`config.mk`:
```
export PLATFORM = sky130hd
export DESIGN_NAME = switch_event_repeat
export DESIGN_NICKNAME = d
export VERILOG_FILES = /design/src/rtl/switch_event_repeat.sv
export SDC_FILE = /design/constraint.sdc
export NUM_CORES = 1
export LEC_CHECK = 0
export BUFFER_PORTS_ARGS = -buffer_cell sky130_fd_sc_hd__buf_2
export CAP_MARGIN = 5
export CORE_ASPECT_RATIO = 0.7
export CORE_UTILIZATION = 45
export CTS_CLUSTER_SIZE = 25
export DETAILED_ROUTE_END_ITERATION = 12
export GPL_TIMING_DRIVEN = 0
export PLACE_DENSITY = 0.71
export SETUP_SLACK_MARGIN = 0.5
export SYNTH_ARGS = -nofsm -noshare
export SYNTH_HDL_FRONTEND = slang
export SYNTH_SLANG_ARGS = --single-unit
```
`constraint.sdc`:
```
create_clock -name i_clk -period 1.8 [get_ports i_clk]
set_input_delay 0.36 -clock i_clk [delete_from_list [all_inputs] [get_ports i_clk]]
set_output_delay 0.36 -clock i_clk [all_outputs]
set_load 0.03 [all_outputs]
```
`src/rtl/switch_event_repeat.sv`:
```
// switch_event_repeat: turns a debounced switch level into press, release and auto-repeat pulses
module switch_event_repeat #(
  parameter int HOLD_DELAY    = 12500000,
  parameter int REPEAT_PERIOD = 2500000,
  parameter int CNT_WIDTH     = 24
) (
  input  logic i_clk,
  input  logic i_rst_n,
  input  logic i_switch,
  output logic o_press,
  output logic o_release,
  output logic o_repeat,
  output logic o_event,
  output logic o_held
);
  typedef enum logic [1:0] {IDLE, PRESSED, REPEAT} state_t;
  localparam logic [CNT_WIDTH-1:0] HOLD_LAST = CNT_WIDTH'(HOLD_DELAY - 1);
  localparam logic [CNT_WIDTH-1:0] REP_LAST  = CNT_WIDTH'(REPEAT_PERIOD - 1);
  state_t state, state_nx;
  logic [CNT_WIDTH-1:0] cnt, cnt_nx;
  logic prev, rise, fall, press_nx, release_nx, repeat_nx;
  assign rise = i_switch & ~prev;
  assign fall = ~i_switch & prev;
  // next state, counter and pulse decisions; release beats a coincident terminal count
  always_comb begin
    state_nx   = state;
    cnt_nx     = cnt;
    press_nx   = 1'b0;
    release_nx = 1'b0;
    repeat_nx  = 1'b0;
    case (state)
      IDLE: begin
        cnt_nx = '0;
        if (rise) begin
          press_nx = 1'b1;
          state_nx = PRESSED;
        end
      end
      PRESSED: begin
        if (fall) begin
          release_nx = 1'b1;
          state_nx   = IDLE;
          cnt_nx     = '0;
        end else if (i_switch) begin
          repeat_nx = cnt == HOLD_LAST;
          state_nx  = repeat_nx ? REPEAT : PRESSED;
          cnt_nx    = repeat_nx ? '0 : cnt + 1'b1;
        end
      end
      REPEAT: begin
        if (fall) begin
          release_nx = 1'b1;
          state_nx   = IDLE;
          cnt_nx     = '0;
        end else begin
          repeat_nx = i_switch && cnt == REP_LAST;
          cnt_nx    = repeat_nx ? '0 : cnt + 1'b1;
        end
      end
      default: begin
        state_nx = IDLE;
        cnt_nx   = '0;
      end
    endcase
  end
  // state, counter, edge history and registered outputs
  always_ff @(posedge i_clk) begin
    if (!i_rst_n) begin
      state     <= IDLE;
      cnt       <= '0;
      prev      <= 1'b0;
      o_press   <= 1'b0;
      o_release <= 1'b0;
      o_repeat  <= 1'b0;
      o_event   <= 1'b0;
      o_held    <= 1'b0;
    end else begin
      state     <= state_nx;
      cnt       <= cnt_nx;
      prev      <= i_switch;
      o_press   <= press_nx;
      o_release <= release_nx;
      o_repeat  <= repeat_nx;
      o_event   <= press_nx | repeat_nx;
      o_held    <= state_nx == REPEAT;
    end
  end
endmodule

```
# Word level (Yosys, flattened, before mapping)
# Index checks and enable logic that the tools add are counted.
# Widths: inputs -> output; s select.
[totals]
register_bits = 32
inputBits = 3
word_cells = 43
output_inout_bits = 5
[classes]
mux = 19
n_reduce_logical = 4
add_sub_neg = 1
n_eq_ne = 6
n_bitwise = 5
[op_table]
columns = ["operator", "n"]
rows = [
  ["$mux 24", 5],
  ["$pmux 24 s2", 1],
  ["$add 24x1->24 const B", 1],
  ["$eq 24x22->1 const B", 1],
  ["$eq 24x24->1 const B", 1],
  ["$mux 2", 5],
  ["$mux 1", 6],
  ["$pmux 2 s3", 1],
  ["$eq 2x2->1 const B", 2],
  ["$ne 3x3->1 const B", 1],
  ["$and 1x1->1", 2],
  ["$eq 2x1->1 const B", 1],
  ["$logic_not 2->1", 1],
  ["$not 1->1", 2],
  ["$pmux 1 s2", 1],
  ["$reduce_and 2->1", 1],
  ["$reduce_or 2->1", 1],
  ["$logic_and 1x1->1", 1],
  ["$or 1x1->1", 1],
]

# Longest topological paths before layout
[logic_depth]
word_depth = 6
depth_mapped = 9
depth_no_buf = 8

# Worst setup path before layout
# No wires, ideal clock.
[synth_timing]
path_type = "register to register"
startpoint = "register state[1]"
endpoint = "register cnt[20]"
period_less_slack_ns = 2.027
t_required_ns = 1.685
setup_slack_ns = -0.227
path_stages_with_launch = 10
arrival_ns = 1.912
n_path_buf = 1
setup_time_ns = 0.115
path_cell_list = "dfxtp_1 inv_1 ha_1 clkbuf_1 nor3b_1 nor4_2 nand4_1 nor3_1 xnor2_1 nor2_1"
[synth_between]
elab_chain_len = 2
word_cells_on_any_way = 4
cone_classes = "eq/ne: 3; mux: 1"
[synth_rtl]
columns = ["item", "line_no", "text"]
rows = [
  ["from (decl)", "19", "state_t state, state_nx;"],
  ["from (signal assigned)", "78", "state <= state_nx;"],
  ["$eq 2x2->1 / $eq 2x1->1 (equally long branches)", "31", "case (state)"],
  ["$pmux 24 s2 / $ne 3x3->1 (equally long branches)", "--", ""],
  ["to (signal assigned)", "79", "cnt <= cnt_nx;"],
  ["to (decl)", "20", "logic [CNT_WIDTH-1:0] cnt, cnt_nx;"],
]
# Parallel ways exist; a longest one is shown, timed or not.
# A chain may end at the register's enable or synchronous reset.

# Final worst setup path
[layout_timing]
startpoint = "register cnt[23]"
endpoint = "register cnt[5]"
[layout_between]
elab_chain_len = 5
word_cells_on_any_way = 9
cone_classes = "eq/ne: 2; mux: 6; reduce/logical: 1"
[layout_rtl]
columns = ["item", "line_no"]
rows = [
  ["$eq 24x24->1 / $eq 24x22->1 (equally long branches)", "45, 56"],
  ["$mux 24 / $logic_and 1x1->1 (equally long branches)", "47, 56"],
  ["$mux 24, on equally long branches", "44, 57"],
  ["$mux 24, on equally long branches", "40, 51"],
  ["$pmux 24 s2 *", "31"],
]
# Mark *: on every way between the ends. The rest lies on a longest branch, timed or not. The select of a mux whose other input is x is not followed.

==> impl_results.md <==
- Post-synth top area share: a little over a third
- Reg2reg end: cnt[5]
- Vias in the first global route: 1403
- Leakage: about 0.84 nW
- Hold Slack: 395 ps
- CORE AREA: ~3700 um^2
- Drt pass-1 iters: 4
- Total grt overflow: 0
- Die Footprint: between 4000 and 5000 um^2
- VDD IR max: slightly above 0.0004 V
- Routed Antenna Nets: 0
- Max_cap viols: 0
- Initial Utilization: about half
- Cts bufs inserted: 5
- RSZ-0062 raised after global routing: yes
- Slew @ Worst Pin: a little over 500 ps
- Reg2reg start: cnt[23]
- First-pass GRT wire length: 6.84 mm
- PD cells: ~610 nW/um^2
- Final GP Congestion: slightly below 0.9
- Area after DPL: 1960 um^2
- Ys flop type: dfxtp_1
- Sw Ratio: roughly a quarter
- CP Max Fanout: 7
- Clock Pin Slew Worst Setup and Hold Paths: approximately 70 ps
- HP Class: in -> reg
- Worst setup endpoint: cnt[5]
- ANT cells: 0
- CP Capture Type: register
- Final design area excluding fillers: about 2400 um^2
- Slowest cell on crit path: or4_4
- Unique masters post-synth: 49
- Final Hold Fails: 0
- Pin count of the biggest net entering global routing: 11
- Avg Vias per Cell: 5.85
- Final core utilization: about 66%
- Horiz. Die Dim: slightly below 80 um
- Critical path launch point: cnt[23]
- Clk_skew: between 6 and 7 ps
- Status: finished, violations left
- CTS tree: yes
- Crit path largest cell delay: ~600 ps
- Crit share post-route: 117%
- Slack of the critical path: -305 ps
- Critical path arrival: approximately 2300 ps
- Max_slew headroom: 66.4%
- Largest area contributor in the netlist: dfxtp_1
- Final Max Slew Viols: 0
- Final wirelength: 4.64 mm
- Setup CP Type: reg -> reg
- CP cell instances: nor3_1 -> nand4_1 -> or4_4 -> a32oi_4 -> or3_2 -> o211ai_1
- PortBufs: 7
- Warnings from Yosys: 0
- CTS Sinks: 32
- Critical Path RT: 1960 ps
- Mapped cell area: around 1800 um^2
- Final nets: between 200 and 300
- Synth top area cells: dfxtp_1 (36%), nand2_1 (5.2%), nor2_1 (4.8%)
- CTS max path bufs: 2
- Gate power share: 9.5%
- All-Layer GR Usage: between 20% and 30%
- Io pins: 8
- Cell Int Power: ~1.1 mW
- 1st-iter DRT viols: 103
- Multi-input logic area: between 1000 and 1500 um^2
- Clock power frac: about two fifths
- Post-synth EDFFs: 0
- Sw power: around 0.35 mW
- Register Area: around 670 um^2
- Seq pwr share: 48.8%
- Height of the die: ~55 um
- Part of the Yosys area used for sequential elements: between 30% and 40%
- Std cell rows: 18
- Worst skew pair latency: 280 ps
- CTS Hold Bufs: 0
- Finish-stage setup viols: 26
- R2R depth: 6
- DP HPWL: roughly 3.0 mm
- Clk root buf: clkbuf_8
- Syn avg cell area: roughly 8.6 um^2
- Post-Synthesis Cells: 208
- Async SR Flop Fraction: 0%
- Startpoint types: register
- FF-to-FF setup slack: -300 ps
- Flops & latches, synth: 32
- Failing checks: negative setup slack
- H-tree Lvls: 2
- Synth Net Count: 217
- Fill count: 300
- Initial antenna violation count: 0
- Max frequency: roughly 480 MHz
- P&R area growth vs syn: 34.3%
- Routed WL per cell: ~16 um
- Routed via count: 1713
- Share of layout cells above drive strength 1: approximately two fifths
- Post-layout min period: 2100 ps
- DRC viols: 0
state kept, by name (all words and copies together) (netlist names):
register,count
o_release,1
prev,1
o_event,1
cnt,24
state,2
o_held,1
o_repeat,1
o_press,1
layer usage:
layer	GRT usage, %	up-vias	share of wire (%)
li1	-	824	-
met1	31.5	814	48
met2	31.3	59	43
met3	5.00	16	5.9
met4	8.18	0	2.6
met5	0	-	0
cell usage after synthesis (3+ instances only):
master / count
inv_1: 4
xnor2_1: 6
nor3b_1: 4
a21oi_1: 5
and2_1: 6
xor2_1: 9
a21o_1: 4
nor2b_1: 3
nor3_1: 6
o21ai_0: 5
nor2_1: 23
nand2_1: 25
nand3_1: 11
and3_1: 11
clkbuf_1: 4
nand4_1: 9
nor4_1: 3
dfxtp_1: 32
ha_1: 6
power groups by stage:
| stage | clock network [mW] | registers, mW | logic [mW] |
|---|---|---|---|
| after floorplan | 0 | 0.744 | 0.0829 |
| after global placement | 0 | 0.739 | 0.117 |
| after detailed placement | 0 | 0.739 | 0.116 |
| after CTS | 0.620 | 0.720 | 0.129 |
| after global routing | 0.656 | 0.720 | 0.153 |
| final | 0.614 | 0.719 | 0.139 |
repair_timing:
action	in CTS	in global routing
pin swaps	13	18
gates resized for setup	27	31
cloned	1	0
setup buffers	13	6
endpoints found under the setup margin	29	29
hold endpoints to repair	0	0
cell families after synthesis:
| kind of cell | synth area share, % |
|---|---|
| fa+ha+maj | 4.19 |
| buf+inv | 2.30 |
| flops | 35.7 |
| simple gates | 36.4 |
| xor+xnor | 7.33 |
| compound gates | 14.1 |
how the worst min path moves through the flow:
| stage | from | endpoint | slack (ps) | cells past startpoint |
|---|---|---|---|---|
| after floorplan | cnt[3] | cnt[3] | 480 | 1 |
| after global placement | cnt[3] | cnt[3] | 510 | 1 |
| after detailed placement | cnt[0] | cnt[0] | 510 | 2 |
| after CTS | i_rst_n | prev | 390 | 2 |
| after global routing | i_rst_n | prev | 410 | 2 |
| final | i_rst_n | prev | 400 | 2 |
worst max-delay path: cells and delay by family, from the launching register on:
family | cells | cell delay [ps]
flip-flops | 1 | 360
AND/OR/NAND/NOR | 4 | 1170
AO/OA/AOI/OAI | 2 | 450
area by class of cell:
| type | count | share of cell area (%) |
|---|---|---|
| clock buffers | 8 | 4.16 |
| well taps | 50 | 2.60 |
| inverters | 4 | 0.624 |
| plain buffers | 5 | 1.77 |
| flip-flops and latches | 32 | 27.7 |
| repair buffers | 27 | 8.47 |
| multi-input cells | 167 | 54.7 |
stage by stage:
step	cells	power (mW)	TNS [ps]	setup WS, ps
after global placement	265	0.856	-6110	-312
after global routing	293	1.53	-7370	-381
after CTS	287	1.47	-4070	-233
after floorplan	208	0.826	-192	-40.5
final	293	1.47	-5780	-305
after detailed placement	265	0.855	-5320	-295
placed cells by master (no fill, tap or decap), types with 6 or more instances in the layout:
master,Yosys,final
and3_1,11,9
xnor2_1,6,6
dfxtp_1,32,19
buf_4,0,15
nor2_2,1,10
clkbuf_8,0,8
nand3_1,11,10
nand4_1,9,9
xor2_1,9,7
dfxtp_2,0,9
nand2_1,25,21
buf_2,0,7
nor2_1,23,10
and2_1,6,6
No activity file was read; power rests on OpenSTA's default activity.
